**src/rtl/topk_feeder_if.sv**
```systemverilog
// Score stream bundle between the gating matmul, the feeder and the top-k selector.
// master: vector source / selector side; slave: topk_feeder.
interface topk_feeder_if #(
  parameter int LANES   = 16,
  parameter int SCORE_W = 16,
  parameter int ID_W    = 7
);
  logic                     in_valid;
  logic                     in_ready;
  logic [LANES*SCORE_W-1:0] in_scores;
  logic                     tk_valid;
  logic [SCORE_W-1:0]       tk_score;
  logic [ID_W-1:0]          tk_id;
  logic                     tk_done;
  logic                     busy;

  modport master (
    output in_valid, in_scores,
    input  in_ready, tk_valid, tk_score,
    input  tk_id, tk_done, busy
  );

  modport slave (
    input  in_valid, in_scores,
    output in_ready, tk_valid, tk_score,
    output tk_id, tk_done, busy
  );
endinterface

```
**src/rtl/topk_feeder.sv**
```systemverilog
// topk_feeder: serialises a token's LANES-wide score vectors into one score
// per cycle (with expert id) for the top-k selector, then holds tk_done.
// Ports: clk, rst (async, active-high), bus (slave):
//   in_valid/in_ready/in_scores  vector input handshake
//   tk_valid/tk_score/tk_id      serial score stream (registered)
//   tk_done                      read-out window (registered)
//   busy                         token in progress
module topk_feeder #(
  parameter int NUM_EXPERTS = 128,
  parameter int LANES       = 16,
  parameter int SCORE_W     = 16,
  parameter int ID_W        = 7,
  parameter int DONE_CYCLES = 8
) (
  input  logic        clk,
  input  logic        rst,
  topk_feeder_if.slave bus
);

  localparam int BEATS = NUM_EXPERTS / LANES;
  localparam int LW = (LANES > 1) ? $clog2(LANES) : 1;
  localparam int BW = (BEATS > 1) ? $clog2(BEATS) : 1;
  localparam int DW =
    (DONE_CYCLES > 1) ? $clog2(DONE_CYCLES) : 1;

  typedef enum logic [1:0] {
    IDLE,
    SERIAL,
    DONE
  } state_t;

  state_t                   state;
  logic [BW-1:0]            beat_cnt;
  logic [LW-1:0]            lane;
  logic [DW-1:0]            done_cnt;
  logic [LANES*SCORE_W-1:0] vec_q;

  logic                     tk_valid_q;
  logic [SCORE_W-1:0]       tk_score_q;
  logic [ID_W-1:0]          tk_id_q;
  logic                     tk_done_q;

  logic                     rdy;
  logic                     accept;
  logic                     last_lane;
  logic                     final_beat;
  logic [LW-1:0]            lane_nx;
  logic [ID_W-1:0]          base_id;

  assign last_lane  = (lane == LW'(LANES - 1));
  assign final_beat = (beat_cnt == BW'(BEATS - 1));
  assign lane_nx    = lane + LW'(1);
  assign base_id    = ID_W'(beat_cnt) * ID_W'(LANES);
  assign accept     = bus.in_valid && rdy;

  // Ready in IDLE, or on the last lane of a non-final beat so the
  // next vector follows without a bubble.
  always_comb begin
    rdy = 1'b0;
    unique case (state)
      IDLE:    rdy = 1'b1;
      SERIAL:  rdy = last_lane && !final_beat;
      default: rdy = 1'b0;
    endcase
  end

  always_ff @(posedge clk or posedge rst) begin
    if (rst) begin
      state      <= IDLE;
      beat_cnt   <= '0;
      lane       <= '0;
      done_cnt   <= '0;
      vec_q      <= '0;
      tk_valid_q <= 1'b0;
      tk_score_q <= '0;
      tk_id_q    <= '0;
      tk_done_q  <= 1'b0;
    end else begin
      unique case (state)
        IDLE: begin
          if (accept) begin
            vec_q      <= bus.in_scores;
            lane       <= '0;
            tk_valid_q <= 1'b1;
            tk_score_q <= bus.in_scores[SCORE_W-1:0];
            tk_id_q    <= base_id;
            state      <= SERIAL;
          end
        end
        SERIAL: begin
          if (!last_lane) begin
            lane       <= lane_nx;
            tk_score_q <=
              vec_q[int'(lane_nx)*SCORE_W +: SCORE_W];
            tk_id_q    <= tk_id_q + ID_W'(1);
          end else if (final_beat) begin
            beat_cnt   <= '0;
            tk_valid_q <= 1'b0;
            tk_done_q  <= 1'b1;
            done_cnt   <= '0;
            state      <= DONE;
          end else if (accept) begin
            beat_cnt   <= beat_cnt + BW'(1);
            vec_q      <= bus.in_scores;
            lane       <= '0;
            tk_score_q <= bus.in_scores[SCORE_W-1:0];
            tk_id_q    <= tk_id_q + ID_W'(1);
          end else begin
            beat_cnt   <= beat_cnt + BW'(1);
            tk_valid_q <= 1'b0;
            state      <= IDLE;
          end
        end
        DONE: begin
          if (done_cnt == DW'(DONE_CYCLES - 1)) begin
            tk_done_q <= 1'b0;
            state     <= IDLE;
          end else begin
            done_cnt <= done_cnt + DW'(1);
          end
        end
        default: state <= IDLE;
      endcase
    end
  end

  assign bus.in_ready = rdy;
  assign bus.tk_valid = tk_valid_q;
  assign bus.tk_score = tk_score_q;
  assign bus.tk_id    = tk_id_q;
  assign bus.tk_done  = tk_done_q;
  assign bus.busy     = (beat_cnt != '0) || (state != IDLE);

endmodule

```
**src/flat_wrapper.sv**
```systemverilog
// flat-port wrapper written by rule: the top's interface ports become plain ports
module topk_feeder_flat 
#(
  parameter int NUM_EXPERTS = 128,
  parameter int LANES       = 16,
  parameter int SCORE_W     = 16,
  parameter int ID_W        = 7,
  parameter int DONE_CYCLES = 8
)
  (clk, rst, bus_in_valid, bus_in_scores, bus_in_ready, bus_tk_valid, bus_tk_score, bus_tk_id, bus_tk_done, bus_busy);
  topk_feeder_if #(.LANES(LANES), .SCORE_W(SCORE_W), .ID_W(ID_W)) bus_i ();
  input  logic clk;
  input  logic rst;
  input wire logic [$bits(bus_i.in_valid)-1:0] bus_in_valid;
  input wire logic [$bits(bus_i.in_scores)-1:0] bus_in_scores;
  output wire logic [$bits(bus_i.in_ready)-1:0] bus_in_ready;
  output wire logic [$bits(bus_i.tk_valid)-1:0] bus_tk_valid;
  output wire logic [$bits(bus_i.tk_score)-1:0] bus_tk_score;
  output wire logic [$bits(bus_i.tk_id)-1:0] bus_tk_id;
  output wire logic [$bits(bus_i.tk_done)-1:0] bus_tk_done;
  output wire logic [$bits(bus_i.busy)-1:0] bus_busy;
  assign bus_i.in_valid = bus_in_valid;
  assign bus_i.in_scores = bus_in_scores;
  assign bus_in_ready = bus_i.in_ready;
  assign bus_tk_valid = bus_i.tk_valid;
  assign bus_tk_score = bus_i.tk_score;
  assign bus_tk_id = bus_i.tk_id;
  assign bus_tk_done = bus_i.tk_done;
  assign bus_busy = bus_i.busy;
  topk_feeder #(.NUM_EXPERTS(NUM_EXPERTS), .LANES(LANES), .SCORE_W(SCORE_W), .ID_W(ID_W), .DONE_CYCLES(DONE_CYCLES)) u_core (.clk(clk), .rst(rst), .bus(bus_i));
endmodule
```
**config.mk**
```make
export PLATFORM = sky130hd
export DESIGN_NAME = topk_feeder_flat
export DESIGN_NICKNAME = d
export VERILOG_FILES = /design/src/rtl/topk_feeder_if.sv /design/src/rtl/topk_feeder.sv /design/src/flat_wrapper.sv
export SDC_FILE = /design/constraint.sdc
export NUM_CORES = 1
export LEC_CHECK = 0
export CORE_ASPECT_RATIO = 0.9
export CORE_MARGIN = 4
export CORE_UTILIZATION = 40
export CTS_BUF_LIST = sky130_fd_sc_hd__clkbuf_16
export CTS_CLUSTER_SIZE = 28
export DETAILED_ROUTE_END_ITERATION = 7
export PLACE_DENSITY = 0.71
export SYNTH_ARGS = -nofsm -noshare
export SYNTH_HDL_FRONTEND = slang
export SYNTH_SLANG_ARGS = --single-unit
```
**constraint.sdc**
```tcl
create_clock -name clk -period 12.5 [get_ports clk]
set_input_delay 2.5 -clock clk [delete_from_list [all_inputs] [get_ports clk]]
set_output_delay 2.5 -clock clk [all_outputs]
set_load 0.02 [all_outputs]
```
After elaboration in Yosys (flattened, before gate mapping). Index checks and enable logic that the tools add are counted.

Add/subtract/negate cells: 4. Multipliers: 0. Divide/modulo/power cells: 0. Order comparisons: 0. Equality and inequality tests: 14. Shifts and indexed selects: 1. Multiplexer cells: 38. Bitwise operators: 0. Reduce and logical (&&, ||, !) cells: 17.

Operator list (count): $mux W256 (3); $pmux W256 S2 (1); $shiftx A256 B9 Y16 (1); $mux W16 (3); $pmux W16 S2 (1); $mux W7 (4); $reduce_and A4 Y1 (5); $pmux W7 S2 (1); $mux W3 (4); $mux W4 (3); $mux W2 (5); $ne A2 B1 Y1 const B (4); $pmux W4 S2 (1); $add A7 B1 Y7 const B (1); $mux W1 (7); $add A3 B1 Y3 const B (2); $eq A3 B3 Y1 const B (2); $ne A3 B3 Y1 const B (2); $pmux W1 S2 (3); $pmux W2 S3 (1); $pmux W3 S2 (1); $reduce_bool A2 Y1 (3); $add A4 B1 Y4 const B (1); $eq A4 B4 Y1 const B (1); other kinds (11) (14).

Flip-flop bits (word level): 293. Latch bits: 0. Bits in writable memories: 0. Bits in read-only memories: 0. Input port bits: 259. Memories kept: 0.

Depth between registers and ports, before layout.
Depth in word-level cells: 9. Mapped depth: 9. Depth with buffers taken out: 7.

Worst setup path before layout. Ideal clock, no wire load.

Path kind: register -> output. From: register u_core.beat_cnt[0]. To: output port bus_in_ready. Data arrival time: 1.431 ns. Required time: 10.000 ns. Setup slack: 8.569 ns. Stages on the path, launching flop included: 5. Cells stage by stage: dfrtp_1 > ha_1 > ha_1 > nand4b_1 > a21oi_1.

Cells in the longest elaborated chain, start to end: 4.

RTL lines: from (decl) (RTL line topk_feeder.sv:33) `logic [BW-1:0] beat_cnt;`; from (signal assigned) (RTL line topk_feeder.sv:103) `beat_cnt <= beat_cnt + BW'(1);`; from (signal assigned) (RTL line topk_feeder.sv:109) `beat_cnt <= beat_cnt + BW'(1);`; $eq A3 B3 Y1 (RTL line topk_feeder.sv:51) `assign final_beat = (beat_cnt == BW'(BEATS - 1));`; $logic_not A1 Y1 (RTL line topk_feeder.sv:62) `SERIAL: rdy = last_lane && !final_beat;`; $logic_and A1 B1 Y1 (RTL line topk_feeder.sv:62); $pmux W1 S2 (RTL line topk_feeder.sv:60) `unique case (state)`; to (decl) (RTL line flat_wrapper.sv:16) `output wire logic [$bits(bus_i.in_ready)-1:0] bus_in_ready;`.

No other way between the ends.

Worst setup path in the final report. Ends and elaborated chain as after synthesis.

==> qor.csv <==
metric,value,unit
status,"complete, no violations",
setup_viol,0,
tritoncts,yes,
cts_setup_buffers,0,
num_rows,63,
crit_top_cell,ha_1,
wire_per_inst,19.0,µm
track_usage,22.6,%
ys_top_cells_by_area,"dfrtp_1 54%, nand2_1 25%, mux4_2 6.7%",
wl_met2,19.9,mm
clockBufferDepth,3,
postRouteWirelength,42.2,mm
root_buffer,clkbuf_16,
dpl.hpwl,29.0,mm
tightest_slew,1220,ps
cp-start-kind,flip-flop,
highest_layer,met5,
die_area,36700,µm²
wl_met1,18.6,mm
drive_gt1_share,6.57,%
met3_length,2.92,mm
nets,2038,
fin_crit_sh,40.4,%
netlist_top_cells_count,"901 x nand2_1, 293 x dfrtp_1, 54 x buf_2, 53 x nand3_1, 40 x mux4_2",
cts.reportedPaths.clkPinSlew,60,ps
antenna_found_initial,5,
gp_congestion,0.851,
hp-class,reg2reg,
crit_type,reg2out,
timing.hold.ws,468,ps
initial_utilization,40.7,%
h-tree-depth,2,
p_per_area,273,nW/µm²
drt_iter0_markers,1032,
synthMostInstantiatedCell,nand2_1,
yosysUniqueCellTypes,48,
cap_violations,0,
synth_top_area_share,54.5,%
seq_area_frac_synth,54.5,%
hold_viol_final,0,
hold_buffers,0,
vias_per_cell,5.20,
ios,286,
grt_overflow,0,
ys_ff_latch,293,
clock_skew,22.8,ps
cp_data_arrival_time,2550,ps
die_h,182,µm
fin_tns_setup,0,ps
synth_fp_nets,1799,
synth_top_area_cell,dfrtp_1,
grt_pass1_wl,66.2,mm
area_growth,31.1,%
synth.avg_cell_area,8.78,µm²
peakVddDrop,0.250,mV
worstPathMaxFanout,6,
clk_latency,510,ps
end_kind,output pin,
max_freq,198,MHz
relSlewSlack,18.5,%
synth_ff_type,dfrtp_1,
grt_max_degree,155,
antenna_left,0,
post_cts_resized,0,
p_leak,8.61,nW
synth_edf_count,0,
die_w,201,µm
utilization,53.3,%
worst_ep_required_time,10000,ps
cts_num_sinks,293,
postSynthCellCount,1533,
min_period,5050,ps
cpMaxStageDelayCell,clkdlybuf4s50_1,
path_cells,ha_1 -> ha_1 -> nand4b_1 -> a21oi_1 -> clkdlybuf4s50_1,
rsz0062_at_grt,false,
drtPass1Iterations,5,
core-area,33100,µm²
drc_errors,0,
slew_viol_final,0,
synth_warnings,0,
synthesis.area,13500,µm²
async_reset_ff_share,100,%
grt_pass1_vias,11700,
critPathMaxStageDelay,640,ps
numPortBuffers,285,
via_count,11500,
cts_made_buffers,34,
==> critical path, delay by kind of cell (launching register included) <==
kind	cells	cell delay (ps)
buffers and inverters	1	640
adder cells (fa/ha/maj)	2	470
flip-flops	1	400
AND/OR/NAND/NOR	1	320
AO/OA/AOI/OAI	1	240
==> sequential cells by signal, indices dropped and copies added, names as in the netlist <==
signal and cells:
u_core.bus.tk_done 1, u_core.beat_cnt 3, u_core.vec_q 256, u_core.bus.tk_id 7
u_core.bus.tk_score 16, u_core.bus.tk_valid 1, u_core.done_cnt 3, u_core.state 2
u_core.lane 4
==> metrics by stage <==
step	area (µm²)	setup slack, ps	cells	total power, mW
after floorplan	13500	1910	1533	3.09
after global placement	16500	7080	2158	3.75
after detailed placement	16500	6950	2158	3.80
after CTS	17600	7440	2218	4.86
after global routing	17600	7220	2220	5.15
final	17600	7450	2220	4.81
==> report_power, final <==
group	leakage (nW)	internal [mW]	total (mW)	switching, mW
registers	3.63	1.40	1.66	0.264
logic	4.39	0.856	2.12	1.26
clock network	0.586	0.632	1.03	0.398
==> layout make-up <==
cell class / instances / area [µm²]
clock inverters: 25 / 273
multi-input cells: 1139 / 5650
diodes: 2 / 5.00
inverters: 8 / 37.5
well taps: 422 / 528
repair buffers: 296 / 2950
flip-flops and latches: 293 / 7330
clock buffers: 35 / 876
fillers: 2995 / 15500
==> final timing paths <==
kind	to	slack (ps)	cells past startpoint	start
max reg2reg	u_core.bus.tk_score[13]$_DFFE_PP0P_	9170	9	u_core.beat_cnt[0]$_DFFE_PP0N_
max in group asynchronous	u_core.vec_q[161]$_DFFE_PP0P_	8480	3	rst
min in group asynchronous	u_core.vec_q[30]$_DFFE_PP0P_	2620	2	rst
min reg2reg	u_core.vec_q[79]$_DFFE_PP0P_	470	2	u_core.vec_q[79]$_DFFE_PP0P_
max	bus_in_ready	7450	5	u_core.beat_cnt[0]$_DFFE_PP0N_
min	u_core.vec_q[79]$_DFFE_PP0P_	470	2	u_core.vec_q[79]$_DFFE_PP0P_
==> cell usage in the layout (no fill, tap or decap), types with 3 or more instances in the layout <==
cell type and count:
clkinv_1 4, dfrtp_1 292, clkdlybuf4s50_1 285, o21ai_0 23, nand4_1 18, mux2i_1 13
a32oi_1 12, nand3_1 53, a22o_1 3, nor2_1 18, nor2b_1 3, clkbuf_16 35
nand2_1 900, inv_1 14, mux4_2 40, a21oi_1 4, clkinv_2 3, buf_4 10
bufinv_16 6, ha_1 6, and3_1 12
==> cells by family (layout without fill, tap and decap cells) <==
kind of cell | after synthesis | after routing | synth area share (%)
buf+inv | 101 | 364 | 3.96
mux | 55 | 55 | 7.82
compound gates | 54 | 54 | 2.84
fa+ha+maj | 7 | 7 | 0.650
xor+xnor | 4 | 4 | 0.316
other cells | 0 | 2 | 0
flops | 293 | 293 | 54.5
simple gates | 1019 | 1019 | 30.0
==> routing by layer <==
layer | GRT usage, % | vias up
li1 | - | 5383
met1 | 32.4 | 5717
met2 | 36.3 | 382
met3 | 4.48 | 52
met4 | 4.84 | 4
met5 | 0 | -
Power figures use the tool's default switching activity.
